**src/rtl/seq_mem_arb_pkg.sv**
```systemverilog
// rtl/seq_mem_arb_pkg.sv - shared types for the two-port sequential memory arbiter
package seq_mem_arb_pkg;
    localparam int NUM_PORTS = 2;

    typedef enum logic [1:0] {IDLE, ISSUE, WAIT, RESP} arb_state_t;

    typedef logic port_idx_t;
endpackage

```
**src/rtl/seq_mem_arb2_rr_pick2.sv**
```systemverilog
// rtl/seq_mem_arb2_rr_pick2.sv - combinational two-way round-robin pick
module rr_pick2
    import seq_mem_arb_pkg::*;
(
    input  logic [1:0] valid,
    input  port_idx_t  last,
    output logic       grant_vld,
    output port_idx_t  grant_idx
);
    // Under contention the port that did not win last time goes next.
    always_comb begin
        grant_vld = |valid;
        if (valid == 2'b11) begin
            grant_idx = ~last;
        end else begin
            grant_idx = valid[1];
        end
    end
endmodule

```
**src/rtl/seq_mem_arb2.sv**
```systemverilog
// rtl/seq_mem_arb2.sv - two-requester round-robin arbiter in front of a single-port memory
module seq_mem_arb2
    import seq_mem_arb_pkg::*;
#(
    parameter int WIDTH    = 32,
    parameter int SIZE     = 16,
    parameter int IDX_SIZE = 4
) (
    input  logic                          clk,
    input  logic                          reset,
    input  logic [NUM_PORTS-1:0]          req_valid,
    output logic [NUM_PORTS-1:0]          req_ready,
    input  logic [NUM_PORTS-1:0]          req_write,
    input  logic [NUM_PORTS*IDX_SIZE-1:0] req_addr,
    input  logic [NUM_PORTS*WIDTH-1:0]    req_wdata,
    output logic [NUM_PORTS-1:0]          resp_valid,
    output logic                          resp_err,
    output logic [WIDTH-1:0]              resp_rdata,
    output logic [IDX_SIZE-1:0]           mem_addr0,
    output logic                          mem_read_en,
    output logic                          mem_write_en,
    output logic [WIDTH-1:0]              mem_in,
    input  logic [WIDTH-1:0]              mem_out,
    input  logic                          mem_read_done,
    input  logic                          mem_write_done,
    output logic                          busy
);
    arb_state_t           state_q, state_d;
    port_idx_t            last_q, last_d;
    port_idx_t            port_q, port_d;
    logic                 write_q, write_d;
    logic                 err_q, err_d;
    logic                 rd_en_q, rd_en_d;
    logic                 wr_en_q, wr_en_d;
    logic [IDX_SIZE-1:0]  addr_q, addr_d;
    logic [WIDTH-1:0]     wdata_q, wdata_d;
    logic [WIDTH-1:0]     rdata_q, rdata_d;
    logic [NUM_PORTS-1:0] resp_valid_q, resp_valid_d;

    logic                 grant_vld;
    port_idx_t            grant_idx;
    logic [IDX_SIZE-1:0]  sel_addr;
    logic [WIDTH-1:0]     sel_wdata;
    logic                 sel_write;
    logic                 addr_ok;

    rr_pick2 u_pick (
        .valid     (req_valid),
        .last      (last_q),
        .grant_vld (grant_vld),
        .grant_idx (grant_idx)
    );

    assign sel_addr  = grant_idx ? req_addr[IDX_SIZE +: IDX_SIZE] : req_addr[0 +: IDX_SIZE];
    assign sel_wdata = grant_idx ? req_wdata[WIDTH +: WIDTH] : req_wdata[0 +: WIDTH];
    assign sel_write = req_write[grant_idx];
    assign addr_ok   = 32'(sel_addr) < SIZE;

    always_comb begin
        req_ready = '0;
        if (state_q == IDLE && grant_vld) begin
            req_ready[grant_idx] = 1'b1;
        end
    end

    // Enables and response pulses are computed one state ahead so they come out of flops.
    always_comb begin
        state_d      = state_q;
        last_d       = last_q;
        port_d       = port_q;
        write_d      = write_q;
        err_d        = err_q;
        addr_d       = addr_q;
        wdata_d      = wdata_q;
        rdata_d      = rdata_q;
        rd_en_d      = 1'b0;
        wr_en_d      = 1'b0;
        resp_valid_d = '0;
        case (state_q)
            IDLE: begin
                if (grant_vld) begin
                    port_d  = grant_idx;
                    last_d  = grant_idx;
                    write_d = sel_write;
                    addr_d  = sel_addr;
                    wdata_d = sel_wdata;
                    if (addr_ok) begin
                        err_d   = 1'b0;
                        rd_en_d = ~sel_write;
                        wr_en_d = sel_write;
                        state_d = ISSUE;
                    end else begin
                        err_d                   = 1'b1;
                        resp_valid_d[grant_idx] = 1'b1;
                        state_d                 = RESP;
                    end
                end
            end
            ISSUE: begin
                state_d = WAIT;
            end
            WAIT: begin
                if (mem_read_done || mem_write_done) begin
                    if (!write_q) begin
                        rdata_d = mem_out;
                    end
                    resp_valid_d[port_q] = 1'b1;
                    state_d              = RESP;
                end
            end
            RESP: begin
                state_d = IDLE;
            end
            default: begin
                state_d = IDLE;
            end
        endcase
    end

    always_ff @(posedge clk) begin
        if (reset) begin
            state_q      <= IDLE;
            last_q       <= 1'b1;
            port_q       <= 1'b0;
            write_q      <= 1'b0;
            err_q        <= 1'b0;
            addr_q       <= '0;
            wdata_q      <= '0;
            rdata_q      <= '0;
            rd_en_q      <= 1'b0;
            wr_en_q      <= 1'b0;
            resp_valid_q <= '0;
        end else begin
            state_q      <= state_d;
            last_q       <= last_d;
            port_q       <= port_d;
            write_q      <= write_d;
            err_q        <= err_d;
            addr_q       <= addr_d;
            wdata_q      <= wdata_d;
            rdata_q      <= rdata_d;
            rd_en_q      <= rd_en_d;
            wr_en_q      <= wr_en_d;
            resp_valid_q <= resp_valid_d;
        end
    end

    assign resp_valid   = resp_valid_q;
    assign resp_err     = err_q;
    assign resp_rdata   = rdata_q;
    assign mem_addr0    = addr_q;
    assign mem_in       = wdata_q;
    assign mem_read_en  = rd_en_q;
    assign mem_write_en = wr_en_q;
    assign busy         = (state_q != IDLE);
endmodule

```
**config.mk**
```make
export PLATFORM = sky130hd
export DESIGN_NAME = seq_mem_arb2
export DESIGN_NICKNAME = d
export VERILOG_FILES = /design/src/rtl/seq_mem_arb_pkg.sv /design/src/rtl/seq_mem_arb2_rr_pick2.sv /design/src/rtl/seq_mem_arb2.sv
export SDC_FILE = /design/constraint.sdc
export NUM_CORES = 1
export LEC_CHECK = 0
export BUFFER_PORTS_ARGS = -buffer_cell sky130_fd_sc_hd__buf_2
export CORE_MARGIN = 2
export CORE_UTILIZATION = 46
export CTS_BUF_LIST = sky130_fd_sc_hd__clkbuf_4 sky130_fd_sc_hd__clkbuf_8
export DETAILED_ROUTE_END_ITERATION = 16
export GPL_TIMING_DRIVEN = 0
export PLACE_DENSITY = 0.92
export SLEW_MARGIN = 25
export SYNTH_ARGS = -nofsm -noshare
export SYNTH_HDL_FRONTEND = slang
export SYNTH_HIERARCHICAL = 1
export SYNTH_SLANG_ARGS = --single-unit
```
**constraint.sdc**
```tcl
create_clock -name clk -period 1.7 [get_ports clk]
set_clock_uncertainty 0.2 [all_clocks]
set_input_delay 0.34 -clock clk [delete_from_list [all_inputs] [get_ports clk]]
set_output_delay 0.34 -clock clk [all_outputs]
set_load 0.005 [all_outputs]
```
Word-level counts from Yosys, hierarchy flattened
Index checks and enable logic that the tools add are counted.
{"block": "totals", "register_bits": 77, "elab_cells": 52}
{"block": "classes", "n_bitwise": 7, "n_mux": 13, "eq_ne": 6, "n_lt_le_gt_ge": 4, "reduce_logical": 12}
{"cell": "$mux W32", "count": 1}
{"cell": "$pmux W2 S4", "count": 1}
{"cell": "$not A1 Y1", "count": 7}
{"cell": "$eq A2 B2 Y1 const B", "count": 3}
{"cell": "$mux W2", "count": 3}
{"cell": "$reduce_or A3 Y1", "count": 2}
{"cell": "$mux W1", "count": 5}
{"cell": "$lt A1 B2 Y1 const B", "count": 2}
{"cell": "$mux W4", "count": 1}
{"cell": "$ne A2 B2 Y1 const B", "count": 2}
{"cell": "$reduce_and A2 Y1", "count": 2}
{"cell": "$logic_and A1 B1 Y1", "count": 3}
{"cell": "$reduce_and A3 Y1", "count": 1}
{"cell": "$demux W1 S1", "count": 2}
{"cell": "$eq A2 B1 Y1 const B", "count": 1}
{"cell": "$ge A1 B1 Y1 const B", "count": 2}
{"cell": "$logic_not A2 Y1", "count": 1}
{"cell": "$reduce_bool A2 Y1", "count": 1}
{"cell": "$reduce_or A2 Y1", "count": 1}
{"cell": "$logic_or A1 B1 Y1", "count": 1}

Depth between registers and ports, before layout
Gate-level depths: netlist of run 1.
{"block": "logic_depth", "word_depth": 7, "ltp_mapped": 7, "depth_no_buf": 5}

By module
The synthesis of run 1 kept the hierarchy.
{"module": "seq_mem_arb2", "cells_each": 342, "n_inst": 1, "area_per_inst_um2": 3490.8}
{"module": "rr_pick2", "cells_each": 2, "n_inst": 1, "area_per_inst_um2": 13.8}

Worst setup path before layout of run 1
OpenSTA, ideal clock, no wires.
{"block": "synth_path", "path_type": "input to output", "startpoint": "input port req_valid[1]", "endpoint": "output port req_ready[1]", "stages": 5, "required_time_ns": 1.160, "t_arrival_ns": 1.048, "path_slack_ns": 0.112, "path_buffers": 1, "cell_sequence": "or2_1 and2_4 buf_2 nand2_1 inv_1"}
{"block": "synth_between", "elab_chain_len": 7, "word_cells_on_any_way": 10}
{"item": "start, declared", "line": "seq_mem_arb2.sv:11", "rtl": "input logic [NUM_PORTS-1:0] req_valid,"}
{"item": "$eq A2 B2 Y1", "line": "seq_mem_arb2_rr_pick2.sv:13", "rtl": "if (valid == 2'b11) begin"}
{"item": "$mux W1", "line": "seq_mem_arb2_rr_pick2.sv:13"}
{"item": "$lt A1 B2 Y1 or $ge A1 B1 Y1 (tied branches)"}
{"item": "$logic_and A1 B1 Y1"}
{"item": "$mux W1"}
{"item": "$demux W1 S1"}
{"item": "$mux W2 (*)", "line": "seq_mem_arb2.sv:61", "rtl": "if (state_q == IDLE && grant_vld) begin"}
{"item": "end, declared", "line": "seq_mem_arb2.sv:12", "rtl": "output logic [NUM_PORTS-1:0] req_ready,"}
Mark *: on every way between the ends. The rest lies on a longest branch, timed or not.

Worst setup path in the final report of run 1
{"block": "layout_path", "startpoint": "register state_q[0]", "endpoint": "output port req_ready[1]"}
{"block": "layout_between", "elab_chain_len": 3}
{"item": "start, declared", "line": "seq_mem_arb2.sv:28", "rtl": "arb_state_t state_q, state_d;"}
{"item": "start signal, assigned", "line": "seq_mem_arb2.sv:134", "rtl": "state_q <= state_d;"}
{"item": "$logic_not A2 Y1", "line": "seq_mem_arb2.sv:61"}
{"item": "$logic_and A1 B1 Y1", "line": "seq_mem_arb2.sv:61"}
{"item": "$mux W2", "line": "seq_mem_arb2.sv:61"}
Every way passes these cells.

==> results of run 1 <==
worst max path at each step:
| stage | start | endpoint | slack [ns] | cells after the start |
|---|---|---|---|---|
| 6_report | state_q[0] | req_ready[1] | -0.18 | 7 |
| 5_1_grt | state_q[0] | req_ready[1] | -0.24 | 7 |
| 4_1_cts | state_q[0] | req_ready[1] | -0.18 | 7 |
| 3_5_place_dp | req_valid[1] | req_ready[1] | -0.21 | 7 |
| 3_3_place_gp | req_valid[1] | req_ready[1] | -0.20 | 7 |
| 2_1_floorplan | req_valid[1] | req_ready[1] | 0.11 | 5 |
flip-flops by register name (all words and copies together), names as in the netlist:
name / cells
last_q: 1
port_q: 1
state_q: 2
mem_write_en: 1
mem_read_en: 1
mem_in: 32
resp_rdata: 32
mem_addr0: 4
write_q: 1
resp_valid: 2
critical path: cells and delay by family (launching register included):
kind                     cells  cell delay (ns)
adder cells (fa/ha/maj)      1             0.16
flip-flops                   1             0.34
AND/OR/NAND/NOR              2             0.19
buffers and inverters        4             0.30
through the flow:
stage | instance area, um2 | utilization | worst slack, ns | power, mW | hold slack [ns]
finish | 5190 | 0.708 | -0.182 | 7.22 | 0.0415
global route | 5190 | 0.708 | -0.243 | 7.64 | 0.0394
CTS | 4860 | 0.663 | -0.184 | 6.64 | 0.0345
detailed placement | 4550 | 0.621 | -0.212 | 5.12 | 0.247
global placement | 4550 | 0.621 | -0.197 | 4.99 | 0.238
floorplan | 3500 | - | 0.112 | 4.16 | 0.216
placed cells by master, fill, tap and decap left out, drive strengths merged, types with 2 or more instances in the layout:
| cell | n |
|---|---|
| nor3b | 2 |
| a21oi | 2 |
| nand2b | 66 |
| inv | 4 |
| dfxtp | 77 |
| clkinv | 2 |
| ha | 2 |
| buf | 225 |
| mux2i | 70 |
| nand2 | 4 |
| a211oi | 37 |
| clkinvlp | 3 |
| nor3 | 2 |
| clkbuf | 21 |
| nor2 | 42 |
cell families (layout without fill, tap and decap cells):
family	after synthesis	in the layout	synth area share
other	1	1	0.00107
adders and majority gates	2	2	0.00714
muxes	70	70	0.200
DFF	77	77	0.440
and+or+nand+nor	118	118	0.182
buffers and inverters	33	255	0.0614
AOI/OAI and AO/OA	43	43	0.109
power breakdown:
part / leakage (nW) / switching, mW / internal, mW
sequential: 0.633 / 0.254 / 2.29
combinational: 1.69 / 1.61 / 1.79
clock: 0.0850 / 0.685 / 0.586
per-layer routing:
| layer | up-vias | GRT usage |
|---|---|---|
| met5 | - | 0 |
| met4 | 0 | 0.0694 |
| met3 | 11 | 0.0805 |
| met2 | 148 | 0.417 |
| met1 | 1513 | 0.237 |
| li1 | 1607 | - |
area by class of cell:
class | instances | area [um2] | area share
tap | 99 | 124 | 0.0239
multi-input combinational | 234 | 1890 | 0.363
inverter | 4 | 15.0 | 0.00289
clock buffer | 11 | 145 | 0.0280
sequential | 77 | 1550 | 0.298
buffer | 29 | 262 | 0.0504
timing repair buffer | 206 | 1180 | 0.227
clock inverter | 5 | 36.3 | 0.00699
what timing repair did:
action / 4_1_cts / 5_1_grt
resized for setup: 19 / 43
hold endpoints to repair: 0 / 0
cloned: 0 / 3
setup buffers: 9 / 11
setup endpoints to repair: 3 / 62
pin swaps: 4 / 4
==> impl_metrics.tcl, run 1 <==
set metrics [dict create \
    cts_tree "built" \
    cts_htree_levels 3 \
    core_area_um2 7330 \
    path_class "reg -> out" \
    drc_errors 0 \
    dpl.hpwl_mm 7.25 \
    clkSinkCount 77 \
    hp-start "mem_out[19]" \
    synthFlopType "dfxtp_1" \
    syn_nets 458 \
    cts.hold.buffers_added 0 \
    p_leak_nw 2.40 \
    ioPinCount 188 \
    hold_depth 3 \
    cpPeakStageDelay_ns 0.34 \
    cp.required_ns 1.16 \
    insertion_delay_ns 0.35 \
    met1_length_mm 3.87 \
    end_kind "output pin" \
    rows 31 \
    syn_area_um2 3500 \
    portBuffers 185 \
    yosysWarnings 6 \
    antenna_left 0 \
    fp.dieW_um 91.3 \
    cts-root-buf "clkbuf_8" \
    clk_path_buf_depth 2 \
    worst_slack_ns -0.182 \
    grtUsageTotal 0.225 \
    grt_pass1_vias 3219 \
    hold_viol_final 0 \
    peakVddDrop_v 0.000677 \
    drt_iter0_drc 72 \
    numCtsBuffers 9 \
    ys_seq_area_frac 0.440 \
    hp-class "in -> reg" \
    path_max_fanout 3 \
    p_per_area_nw_per_um2 1390 \
    cap_violations 0 \
    finalCritPeriodShare 1.11 \
    dr.pass1.iters 4 \
    startpoint_type "flip-flop" \
    routed_via_density 4.93 \
    drive_above_1_share 0.511 \
    wl_met2_mm 5.06 \
    yosysUniqueCellTypes 26 \
    maxSlewViolCount 0 \
    setup_tns_ns -1.16 \
    synthToLayoutAreaGrowth_pct 48.1 \
    nNetsFinal 675 \
    worstReg2RegEnd "resp_rdata[24]" \
    place.gp.congestion 0.804 \
    ys_top_cells_by_area "dfxtp_1, mux2i_1, nand2b_1" \
    cp_common_cell "inv_2" \
    yosys.area.top_type_share 0.440 \
    r2r_slack_ns -0.10 \
    syn_area_per_cell_um2 10.2 \
    status "finished, violations left" \
    async_reset_ff_frac 0 \
    highest_layer "met4" \
    antenna_found_initial 0 \
    max_freq_mhz 531 \
    start_util 0.478 \
    n_antenna_cell 0 \
    timing.final.setup_violations 25 \
    wl_met3_um 852 \
    violations "negative setup slack" \
    crit_chain "inv_2, ha_4, and2_4, buf_8, nand2_4, inv_2, buf_6" \
    grt_first_pass_wirelength_mm 15.0 \
    routedWlPerCell_um 14.9 \
    synth_edf_count 0 \
    placed_cells 628 \
    reg2reg_depth 9 \
    grt_max_degree 14 \
    cp.arrival_ns 1.34 \
    hold_end "resp_rdata[19]" \
    synthCells 344 \
    synth_largest_area_cell "dfxtp_1" \
    die_area_um2 8330 \
    cts.clk_slew.worst_paths_ns 0.08 \
    rsz0062_at_grt "yes" \
    ys_seq_elements 77 \
    yosys-top-cells-count "dfxtp_1, mux2i_1, nand2b_1, nor2_1, a211oi_1" \
    num_vias 3279 \
    critPathSlowestCell "dfxtp_2" \
    rr_startpoint "state_q[0]" \
    routed_wl_mm 9.92 \
    synth.most_common_cell "dfxtp_1" \
    die_h_um 91.3 \
    overflow 0 \
    period_minus_slack_ns 1.88 \
    fillers 579 \
    final_cells 665 \
]
Note: power is estimated with default switching activity, not from simulation.
==> inputs of run 2 (changes only) <==
Settings changed: BUFFER_PORTS_ARGS -buffer_cell sky130_fd_sc_hd__buf_2 to not set, CORE_UTILIZATION 46 to 55, DONT_BUFFER_PORTS set to 1, PLACE_DENSITY 0.92 to 0.8.
Clock period 1.7 ns to 2.4 ns, I/O delays scaled along.
==> run 2 against run 1 <==
  * First-iteration DRC count increased by 15%
  * Die area decreased by 16%
  * Sequential share of layout area increased by 11 points
  * Global-route usage decreased by 1.5 points
  * Routed wire length decreased by 25%
  * Critical path depth decreased by 1
  * Clock power decreased by 25%
  * The run now ends clean
==> impl_metrics.tcl, run 2 (same netlist as run 1, synthesis figures left out) <==
set metrics [dict create \
    overflow 0 \
    path_class "reg -> out" \
    fillers 542 \
    routedWlPerCell_um 17.1 \
    portBuffers 0 \
    nNetsFinal 469 \
    die_area_um2 7030 \
    core_area_um2 6240 \
    antenna_left 0 \
    cp.required_ns 1.72 \
    worst_slack_ns 0.182 \
    cts.clk_slew.worst_paths_ns 0.07 \
    peakVddDrop_v 0.000668 \
    end_kind "output pin" \
    insertion_delay_ns 0.33 \
    p_leak_nw 1.43 \
    drc_errors 0 \
    p_per_area_nw_per_um2 1090 \
    grtUsageTotal 0.210 \
    fp.dieW_um 83.8 \
    hold_end "resp_rdata[15]" \
    clk_path_buf_depth 2 \
    post_cts_buffers 0 \
    hold_viol_final 0 \
    dpl.hpwl_mm 5.71 \
    hp-class "in -> reg" \
    cts_htree_levels 3 \
    startpoint_type "flip-flop" \
    synthToLayoutAreaGrowth_pct 8.10 \
    cp.arrival_ns 1.54 \
    timing.final.setup_violations 0 \
    crit_chain "inv_1, ha_1, and2_4, buf_2, nand2_1, inv_1" \
    rsz0062_at_grt "no" \
    ioPinCount 188 \
    hold_depth 2 \
    hp-start "mem_out[15]" \
    pre_cts_slack_ns 0.406 \
    status "completed" \
    final_cell_mix "dfxtp_1, mux2i_1, nand2b_1, nor2_1, a211oi_1" \
    drt_iter0_drc 83 \
    cap_violations 0 \
    cts.hold.buffers_added 0 \
    worstReg2RegEnd "mem_in[27]" \
    critPathSlowestCell "dfxtp_1" \
    cpPeakStageDelay_ns 0.31 \
    place.gp.congestion 0.758 \
    grt_first_pass_wirelength_mm 11.8 \
    path_max_fanout 10 \
    maxSlewViolCount 0 \
    antenna_found_initial 0 \
    period_minus_slack_ns 2.22 \
    routed_via_density 5.53 \
    cts-resized-gates 0 \
    die_h_um 83.8 \
    n_antenna_cell 0 \
    cp_common_cell "inv_1" \
    rows 29 \
    dr.pass1.iters 4 \
    numCtsBuffers 9 \
    grt_max_degree 12 \
    start_util 0.562 \
    r2r_slack_ns 0.75 \
    layout_commonest_cell "dfxtp_1" \
    reg2reg_depth 6 \
    cts-root-buf "clkbuf_8" \
    finalCritPeriodShare 0.924 \
    clkSinkCount 77 \
    drive_above_1_share 0.148 \
    grt_pass1_vias 2432 \
    rr_startpoint "state_q[1]" \
    setup_tns_ns 0 \
    num_vias 2405 \
    max_freq_mhz 451 \
    cts_tree "built" \
    routed_wl_mm 7.43 \
]
==> run 2: cell types whose count changed in the layout (fill, tap and decap cells not counted), sizes merged <==
| cell | delta |
|---|---|
| clkinvlp | -3 |
| clkinv | -1 |
| clkbuf | -3 |
| buf | -202 |
| bufinv | +1 |
==> run 2: where the power goes <==
part           switching, mW  total (mW)  internal (mW)  leakage, nW
Combinational          0.735        1.31          0.578        0.701
Sequential             0.265        1.89           1.62        0.632
Clock                  0.428       0.948          0.520       0.0991
==> run 2: area by class of cell <==
| class | instances | area (um2) | share of cell area |
|---|---|---|---|
| flip-flops and latches | 77 | 1540 | 0.407 |
| clock inverters | 2 | 35.0 | 0.00925 |
| multi-input cells | 234 | 1750 | 0.461 |
| clock buffers | 12 | 153 | 0.0403 |
| inverters | 4 | 15.0 | 0.00396 |
| well taps | 77 | 96.3 | 0.0254 |
| plain buffers | 29 | 200 | 0.0528 |
==> run 2: critical path, delay by kind of cell, from the launching register on <==
family                   cells  cell delay (ns)
buffers and inverters        3             0.38
adder cells (fa/ha/maj)      1             0.22
AND/OR/NAND/NOR              2             0.30
flip-flops                   1             0.31
==> run 2: worst max path at each step <==
stage	slack (ns)	cells past startpoint	end	start
after global placement	0.41	5	req_ready[1]	req_valid[1]
after detailed placement	0.41	5	req_ready[1]	req_valid[1]
after CTS	0.13	6	req_ready[1]	state_q[0]
after global routing	0.04	6	req_ready[1]	state_q[1]
after floorplan	0.53	5	req_ready[1]	req_valid[1]
final	0.18	6	req_ready[1]	state_q[0]
==> run 2: through the flow <==
step                      power (mW)  hold slack [ns]  instances  utilization  area [um2]
final                           4.15           0.0922        435        0.607        3790
after floorplan                 2.94            0.216        344            -        3500
after global placement          3.20            0.239        421        0.577        3600
after CTS                       4.19           0.0732        435        0.607        3790
after detailed placement        3.24            0.250        421        0.577        3600
after global routing            4.40           0.0681        435        0.607        3790
==> run 2: layer usage <==
metal  track usage  vias up  wire [um]
met4        0.0792        0        103
met5             0        -          0
met1         0.231     1092       2970
met2         0.359      118       3590
li1              -     1185          -
met3        0.0910       10        770
